$ cat src/rtl/cpu_run_ctrl.sv
// cpu_run_ctrl: run/halt sequencer for the single-cycle CPU core.
// Generates the commit enable (cpu_en) that gates PC update, regfile write
// and dMem write. Stalls commit while the multi-cycle ALU works, and
// provides run / halt / single-step control, a PC breakpoint, an ALU
// watchdog, and cycle / retired-instruction counters.
//
// Ports:
//   clk, rst            clock (rising edge), async active-low reset
//   run_req/halt_req/step_req  one-cycle control pulses
//   bp_en, bp_addr      PC breakpoint
//   pc_value            current PC
//   multi_op            current instruction needs the multi-cycle ALU
//   alu_done, alu_error multi-cycle ALU completion / error
//   cpu_en              commit enable (combinational)
//   alu_start           one-cycle launch pulse for the multi-cycle ALU
//   state               0=HOLD 1=HALT 2=EXEC 3=ALU_WAIT
//   halted              high in HOLD and HALT
//   halt_cause          0=req/step 1=breakpoint 2=ALU error 3=watchdog
//   cycle_cnt           EXEC + ALU_WAIT cycles
//   instret_cnt         committed instructions
module cpu_run_ctrl #(
  parameter int RESET_HOLD = 4,
  parameter int CNT_W      = 32,
  parameter int WDOG_LIMIT = 16
) (
  input  logic             clk,
  input  logic             rst,
  input  logic             run_req,
  input  logic             halt_req,
  input  logic             step_req,
  input  logic             bp_en,
  input  logic [31:0]      bp_addr,
  input  logic [31:0]      pc_value,
  input  logic             multi_op,
  input  logic             alu_done,
  input  logic             alu_error,
  output logic             cpu_en,
  output logic             alu_start,
  output logic [1:0]       state,
  output logic             halted,
  output logic [1:0]       halt_cause,
  output logic [CNT_W-1:0] cycle_cnt,
  output logic [CNT_W-1:0] instret_cnt
);

  localparam logic [1:0] S_HOLD = 2'd0;
  localparam logic [1:0] S_HALT = 2'd1;
  localparam logic [1:0] S_EXEC = 2'd2;
  localparam logic [1:0] S_WAIT = 2'd3;

  localparam int HW = (RESET_HOLD > 1) ? $clog2(RESET_HOLD) : 1;
  localparam int WW = $clog2(WDOG_LIMIT);

  logic [1:0]    state_q, state_nxt;
  logic [HW-1:0] hold_cnt;
  logic [WW-1:0] wdog_cnt;
  logic          step_mode, resume_skip, halt_pend;
  logic          halt_entry;
  logic [1:0]    cause_nxt;
  logic          bp_hit, resume;

  // resume_skip lets the instruction sitting on the breakpoint commit once
  // after a resume instead of re-trapping forever.
  assign bp_hit = bp_en && (pc_value == bp_addr) && !resume_skip;
  assign resume = (state_q == S_HALT) && (run_req || step_req);

  // state register
  always_ff @(posedge clk or negedge rst) begin
    if (!rst) state_q <= S_HOLD;
    else      state_q <= state_nxt;
  end

  // next state
  always_comb begin
    state_nxt  = state_q;
    halt_entry = 1'b0;
    cause_nxt  = 2'd0;
    case (state_q)
      S_HOLD: if (hold_cnt == HW'(RESET_HOLD - 1)) state_nxt = S_HALT;
      S_HALT: if (run_req || step_req) state_nxt = S_EXEC;
      S_EXEC: begin
        if (bp_hit) begin
          state_nxt = S_HALT; halt_entry = 1'b1; cause_nxt = 2'd1;
        end else if (multi_op) begin
          state_nxt = S_WAIT;
        end else if (step_mode || halt_req || halt_pend) begin
          state_nxt = S_HALT; halt_entry = 1'b1; cause_nxt = 2'd0;
        end
      end
      default: begin
        if (alu_done) begin
          if (alu_error) begin
            state_nxt = S_HALT; halt_entry = 1'b1; cause_nxt = 2'd2;
          end else if (step_mode || halt_req || halt_pend) begin
            state_nxt = S_HALT; halt_entry = 1'b1; cause_nxt = 2'd0;
          end else begin
            state_nxt = S_EXEC;
          end
        end else if (wdog_cnt == WW'(WDOG_LIMIT - 1)) begin
          state_nxt = S_HALT; halt_entry = 1'b1; cause_nxt = 2'd3;
        end
      end
    endcase
  end

  // outputs
  always_comb begin
    cpu_en    = 1'b0;
    alu_start = 1'b0;
    case (state_q)
      S_EXEC: begin
        cpu_en    = !bp_hit && !multi_op;
        alu_start = !bp_hit && multi_op;
      end
      S_WAIT:  cpu_en = alu_done && !alu_error;
      default: ;
    endcase
  end

  assign state  = state_q;
  assign halted = (state_q == S_HOLD) || (state_q == S_HALT);

  // counters, flags and cause
  always_ff @(posedge clk or negedge rst) begin
    if (!rst) begin
      hold_cnt    <= '0;
      wdog_cnt    <= '0;
      step_mode   <= 1'b0;
      resume_skip <= 1'b0;
      halt_pend   <= 1'b0;
      halt_cause  <= 2'd0;
      cycle_cnt   <= '0;
      instret_cnt <= '0;
    end else begin
      if (state_q == S_HOLD) hold_cnt <= hold_cnt + 1'b1;
      if (alu_start)              wdog_cnt <= '0;
      else if (state_q == S_WAIT) wdog_cnt <= wdog_cnt + 1'b1;
      if (state_q == S_EXEC || state_q == S_WAIT) cycle_cnt <= cycle_cnt + 1'b1;
      if (cpu_en) begin
        instret_cnt <= instret_cnt + 1'b1;
        resume_skip <= 1'b0;
      end
      // A halt_req arriving while the instruction has not yet committed
      // (including the alu_start cycle) is held until the commit.
      if ((state_q == S_EXEC || state_q == S_WAIT) && halt_req) halt_pend <= 1'b1;
      if (resume) begin
        step_mode   <= !run_req;
        resume_skip <= 1'b1;
        halt_pend   <= 1'b0;
      end
      if (halt_entry) halt_cause <= cause_nxt;
    end
  end

endmodule

$ cat config.mk
export PLATFORM = sky130hd
export DESIGN_NAME = cpu_run_ctrl
export DESIGN_NICKNAME = d
export VERILOG_FILES = /design/src/rtl/cpu_run_ctrl.sv
export SDC_FILE = /design/constraint.sdc
export NUM_CORES = 1
export LEC_CHECK = 0
export ABC_CLOCK_PERIOD_IN_PS = 4100
export CORE_AREA = 2 2 87 122
export DETAILED_ROUTE_END_ITERATION = 10
export DIE_AREA = 0 0 89 124
export PLACE_DENSITY = 0.75
export SETUP_SLACK_MARGIN = 0.2
export SYNTH_ARGS = -nofsm -noshare
export SYNTH_HDL_FRONTEND = slang
export SYNTH_SLANG_ARGS = --single-unit
export TNS_END_PERCENT = 20
$ cat constraint.sdc
create_clock -name clk -period 4.1 [get_ports clk]
set_clock_uncertainty 0.15 [all_clocks]
set_input_delay 1.025 -clock clk [delete_from_list [all_inputs] [get_ports clk]]
set_output_delay 1.025 -clock clk [all_outputs]
set_load 0.005 [all_outputs]
==> metrics.csv <==
stage,metric,value,unit
run_status,status,"complete, no violations",
detailed_routing,first_iter_violations,118,
floorplan,pin_count,144,
critical_path,cp_common_cell,buf_4,
timing,fmax,265,MHz
clock_tree,root_buffer,clkbuf_16,
logic_synthesis,synth.area.top_cells,"dfrtp_1, xnor2_1, xor2_1, nand3_1, nand2_1",
power,p_sw_share,31.5,%
clock_tree,max-clock-path-buffers,2,
power,switching_power,852,uW
timing,worst_slack,0.325,ns
logic_synthesis,synth_area,0.00398,mm2
logic_synthesis,ys_types,39,
detailed_routing,wl,10100,um
timing,slew_headroom,35.1,%
critical_path,regToRegStartpoint,state[0],
critical_path,criticalPathCategory,in2out,
power,power_frac_clock,31.6,%
final_layout,area_growth_syn_to_layout,49.5,%
worst_hold_path,hold_path_class,reg2reg,
detailed_routing,vias,3404,
floorplan,die_h,124,um
floorplan,dieArea,0.0110,mm2
critical_path,crit_chain,clkdlybuf4s50_1 -> xnor2_1 -> nand4_1 -> nor4_2 -> nand3_1 -> buf_4 -> buf_4 -> nand2_2 -> nor3_1 -> buf_2,
detailed_routing,drc_errors,0,
logic_synthesis,synthCells,382,
final_layout,n_fill_cell,878,
clock_tree,cts_tree,built,
global_route,grt_max_degree,78,
power,p_int,1.86,mW
clock_tree,clk_pin_slew,0.06,ns
floorplan,initial_core_util,40.2,%
critical_path,max_stage_delay,0.47,ns
logic_synthesis,syn_nets,459,
global_route,antenna_found_initial,0,
timing,hold_ws,0.325,ns
critical_path,endpoint_kind,primary output,
floorplan,die_x,89,um
critical_path,crit_path_max_fanout,2,
clock_tree,cts_max_level,3,
placement,numPortBuffers,143,
critical_path,cp.arrival,2.60,ns
detailed_routing,viasPerCell,5.07,
logic_synthesis,synthDominantCellAreaShare,48.4,%
critical_path,r2r_setup_slack,1.73,ns
clock_tree,ctsHoldBuffers,0,
floorplan,rows,43,
timing,hold_violations,0,
critical_path,rr_worst_depth,6,
detailed_routing,drt-wirelength-per-cell,15.0,um
power,vdd_drop_max,0.325,mV
timing,rsz0062_at_grt,false,
placement,place_inst,654,
logic_synthesis,async_flop_share,100,%
global_route,grt_first_pass_wirelength,16400,um
logic_synthesis,ys.flop_type,dfrtp_1,
global_route,grt_pass1_vias,3424,
run,drv_cap,0,
clock_tree,numCtsBuffers,9,
logic_synthesis,synth_seq_cells,77,
logic_synthesis,synth_area_leader_cell,dfrtp_1,
logic_synthesis,synth_edf_count,0,
power,combPwrFrac,29.0,%
final_layout,layout-drive-gt1-share,7.64,%
worst_hold_path,whs_path_depth,1,
global_route,grt_overflow,0,
timing,drv_slew,0,
placement,place_congestion,0.813,
critical_path,cp-start-kind,primary input,
power,seqPwrFrac,39.4,%
global_route,track_usage,19.0,%
timing,finalCritPeriodShare,92.1,%
timing,fin_crit,3.78,ns
final_layout,final-instance-count-excl-fill,672,
logic_synthesis,yosysWarnings,0,
timing,worst_pin_slew,0.974,ns
worst_hold_path,min_to,instret_cnt[31],
critical_path,required,2.92,ns
floorplan,fp.coreArea,0.00990,mm2
detailed_routing,dr.pass1.iters,4,
placement,dp_hpwl,7430,um
critical_path,critPathSlowestCell,clkdlybuf4s50_1,
logic_synthesis,seq_area_frac_synth,48.4,%
final_layout,finalNetCount,609,
clock_tree,cts.sinks,77,
worst_hold_path,hp-start,instret_cnt[31],
critical_path,rr_endpoint,instret_cnt[27],
power,powerDensity,455,mW/mm2
power,finalPower,2.71,mW
critical_path,path_buf_inv,4,
detailed_routing,postRouteAntennaNets,0,
clock_tree,worstSkewPairLatency,0.34,ns
logic_synthesis,syn_area_per_cell,10.4,um2
placement,place_ws,-0.244,ns
final_layout,n_antenna_cell,0,
timing,setup_viol,0,
power,p_leak,2.74,nW
critical_path,crit_family,buffers and inverters,
state kept, by name, summed over array words and instances (netlist names):
signal,flops
cycle_cnt,32
halt_cause,2
halt_pend,1
hold_cnt,2
instret_cnt,32
resume_skip,1
state,2
step_mode,1
wdog_cnt,4
final cells by class:
type | instances | area [um2] | share of cell area (%)
multi-input cells | 282 | 2000 | 33.6
flip-flops and latches | 77 | 1930 | 32.4
repair buffers | 151 | 1490 | 25.0
clock buffers | 9 | 225 | 3.79
well taps | 135 | 169 | 2.84
clock inverters | 7 | 96.3 | 1.62
inverters | 11 | 41.3 | 0.694
worst max path at each step:
stage | depth (start not counted) | startpoint | slack, ns | end
after global routing | 10 | pc_value[9] | 0.20 | alu_start
after CTS | 10 | pc_value[8] | 0.20 | alu_start
after detailed placement | 8 | bp_addr[21] | -0.24 | cpu_en
after floorplan | 6 | bp_addr[3] | 0.86 | cpu_en
after global placement | 9 | bp_addr[17] | -0.19 | alu_start
final | 10 | pc_value[9] | 0.32 | alu_start
cells in the final DEF, fill, tap and decap left out, types with 7 or more instances in the layout:
cell type         n
xnor2_1          60
clkdlybuf4s50_1  83
dlymetal6s2s_1   21
o21ai_0           7
buf_4             9
nor3_1           14
dfrtp_1          77
nor4_1           13
dlygate4sd2_1    34
and3_1           10
inv_1            10
nand4_1          18
a21oi_1           8
clkbuf_16         9
nand3_1          24
nor2_1           16
and4_1            8
xor2_1           33
nand2_1          29
cell families (layout without fill, tap and decap cells):
| kind of cell | after synthesis | in the layout | synth area share (%) |
|---|---|---|---|
| xor gates and xnor gates | 95 | 95 | 20.9 |
| adders and majority gates | 4 | 4 | 1.26 |
| buffers and inverters | 23 | 178 | 2.52 |
| muxes | 3 | 3 | 0.849 |
| and+or+nand+nor | 152 | 152 | 21.4 |
| DFF | 77 | 77 | 48.4 |
| AOI/OAI and AO/OA | 28 | 28 | 4.62 |
cells in the mapped netlist, types with 4 or more instances:
cell type / count
xnor2_1: 62
ha_1: 4
a21oi_1: 8
nor4_1: 15
dfrtp_1: 77
inv_1: 11
nand3_1: 24
and4_1: 8
nor2_1: 16
and3_1: 10
nand4_1: 18
nand2_1: 30
nor3_1: 14
xor2_1: 33
and2_1: 4
o21ai_0: 7
clkbuf_1: 7
power by group through the flow:
stage / Sequential [mW] / Clock, mW / Combinational [mW]
global placement: 1.07 / 0 / 0.772
detailed placement: 1.08 / 0 / 0.796
global route: 1.09 / 0.908 / 0.874
finish: 1.07 / 0.856 / 0.784
floorplan: 1.04 / 0 / 0.419
CTS: 1.07 / 0.872 / 0.791
per-layer routing:
layer  vias up  global-route usage [%]  part of all wire, %
met5         -                       0                    0
met4         0                    6.90                  2.0
met3        16                    3.45                  4.7
met2        88                    32.6                   52
met1      1657                    23.6                   41
li1       1643                       -                    -
worst reg2reg max path: cells and delay by family, from the launching register on:
kind	cells	cell delay (ns)
AO/OA/AOI/OAI	1	0.06
XOR/XNOR	1	0.18
flip-flops	1	0.72
buffers and inverters	1	0.26
AND/OR/NAND/NOR	3	0.92
per-stage QoR:
stage                     area, um2  setup TNS (ns)  utilization [%]
after global placement         5560          -0.369             56.2
after detailed placement       5560          -0.477             56.2
after floorplan                3980               0                -
final                          5950               0             60.1
after global routing           5950               0             60.1
after CTS                      5860               0             59.2
timing repair:
item,in CTS,in global routing
pin swaps,26,18
buffers inserted,2,0
gates resized for setup,48,27
setup endpoints to repair,2,2
Note: power is estimated with default switching activity, not from simulation.
==> edit, RTL diff (same settings) <==
Set the parameter `RESET_HOLD` to 8 (it was 4).
--- a/src/rtl/cpu_run_ctrl.sv
+++ b/src/rtl/cpu_run_ctrl.sv
@@ -19,7 +19,7 @@
 //   cycle_cnt           EXEC + ALU_WAIT cycles
 //   instret_cnt         committed instructions
 module cpu_run_ctrl #(
-  parameter int RESET_HOLD = 4,
+  parameter int RESET_HOLD = 8,
   parameter int CNT_W      = 32,
   parameter int WDOG_LIMIT = 16
 ) (
Behaviour: not the same (a bounded check fails within 10 cycles, from zero or initial values and one cycle with rst low).
==> edit against the unedited design <==
Core utilization up 6.2 points; first-iteration DRC count up 73%; wire length up 13%; setup slack worse by 0.14 ns; clock power about the same; final area up 10%; power down 5.9%; sequential cell count up 1; hold slack better by 0.0015 ns; synthesized cell count up 2.6%; area after synthesis up 4.5%; critical endpoint is now cpu_en.
==> edit: results (changes against the unedited design) <==
- Outcome: finished clean
- Placer Congestion: 0.847 (+4.2%)
- Critical path arrival: 2.74 ns (+0.14 ns)
- XOR/XNOR Fraction of Synth Area: 19.6% (-1.3 points)
- Filler instances: 773 (-12%)
- Leak: 0.00300 uW (+9.4%)
- Crit Reg-Reg Startpoint: state[1]$_DFFE_PN0P_
- Yosys cell types: 52 (+33%)
- Sequential cell count: 78 (+1.3%)
- Placement Setup Slack: -0.425 ns (-0.181 ns)
- VDD IR max: 0.000201 V (-38%)
- WHS Endpoint: cycle_cnt[31]$_DFFE_PN0N_
- Inst Count DP: 683 (+4.4%)
- Share of post-route cells with drive strength above 1: 24.3% (+17 points)
- R2R setup slack: 1.29 ns (-0.44 ns)
- Top area cells in the synthesized netlist: dfrtp_1 47%, xor2_1 14%, xnor2_1 5.9%
- Register area: 1950 um2 (+1.3%)
- Multi-input combinational cell area: 2340 um2 (+17%)
- Worst r2r dst: cycle_cnt[27]$_DFFE_PN0N_
- Relative slew slack: 34.8% (-0.32 points)
- Post-Syn Area per Cell: 10.6 um2 (+1.9%)
- Drt pass-1 iters: 6 (+2)
- Post-route insts no fill: 728 (+8.3%)
- Syn Nets: 470 (+2.4%)
- Pin count of the biggest net entering global routing: 79 (+1.3%)
- Buffer share of cell area: 26.3% (+1.3 points)
- Sequential share of cell area: 29.7% (-2.7 points)
- Inverters excl. clock: 13 (+2)
- Compound-Gate Fraction of Synth Area: 8.21% (+3.6 points)
- DR WL/cell: 15.7 um (+4.5%)
- Clk tree area frac: 4.94% (-0.47 points)
- Global-route wire length before repair: 17300 um (+5.6%)
- Multi-input gate count: 290 (+2.8%)
- Adder-Cell Fraction of Synth Area: 1.50% (+0.25 points)
- Layout Nets: 667 (+9.5%)
- Tmin final: 3.92 ns (+0.144 ns)
- Routed vias: 3741 (+9.9%)
- CLK BUF: 12 (+3)
- Asr flop ratio synth: 100% (unchanged)
- Mux cell area share after synthesis: 1.08% (+0.23 points)
- Top cells by instance count after synthesis: 78 x dfrtp_1, 65 x xor2_1, 28 x xnor2_1
- Min Hold Slack: 0.326 ns (+0.00146 ns)
- DP Area: 5880 um2 (+5.8%)
- Non-clk bufs: 197 (+30%)
- CP Launch Point: bp_addr[31]
- Global Route Usage Sum: 20.3% (+1.4 points)
- Hpwl dp: 7850 um (+5.5%)
[edit: routing by layer]
| metal | vias to the layer above | GRT usage (%) | share of wire (%) |
|---|---|---|---|
| met4 | 0 | 9.70 | 3.9 |
| met2 | 164 | 35.7 | 53 |
| li1 | 1771 | - | - |
| met5 | - | 0 | 0 |
| met3 | 32 | 4.97 | 6.3 |
| met1 | 1774 | 22.8 | 37 |
[edit: power by group]
group	leakage (uW)	switching [uW]	internal, uW
Combinational	0.00182	289	382
Sequential	0.00102	141	882
Clock	0.000155	291	563
Total	0.00300	721	1830
[edit: timing repair]
action,4_1_cts,5_1_grt
endpoints found under the hold margin,0,0
setup buffers,22,8
pin swaps,39,24
setup endpoints to repair,2,2
gates resized for setup,107,66
hold buffers,0,0
[edit: critical path, cell delays in order]
cell	delay (ns)
dlygate4sd2_1	0.25
xor2_2	0.17
nor4_4	0.38
nand2_4	0.10
buf_6	0.13
or3_4	0.38
a21oi_4	0.13
inv_1	0.06
buf_2	0.13
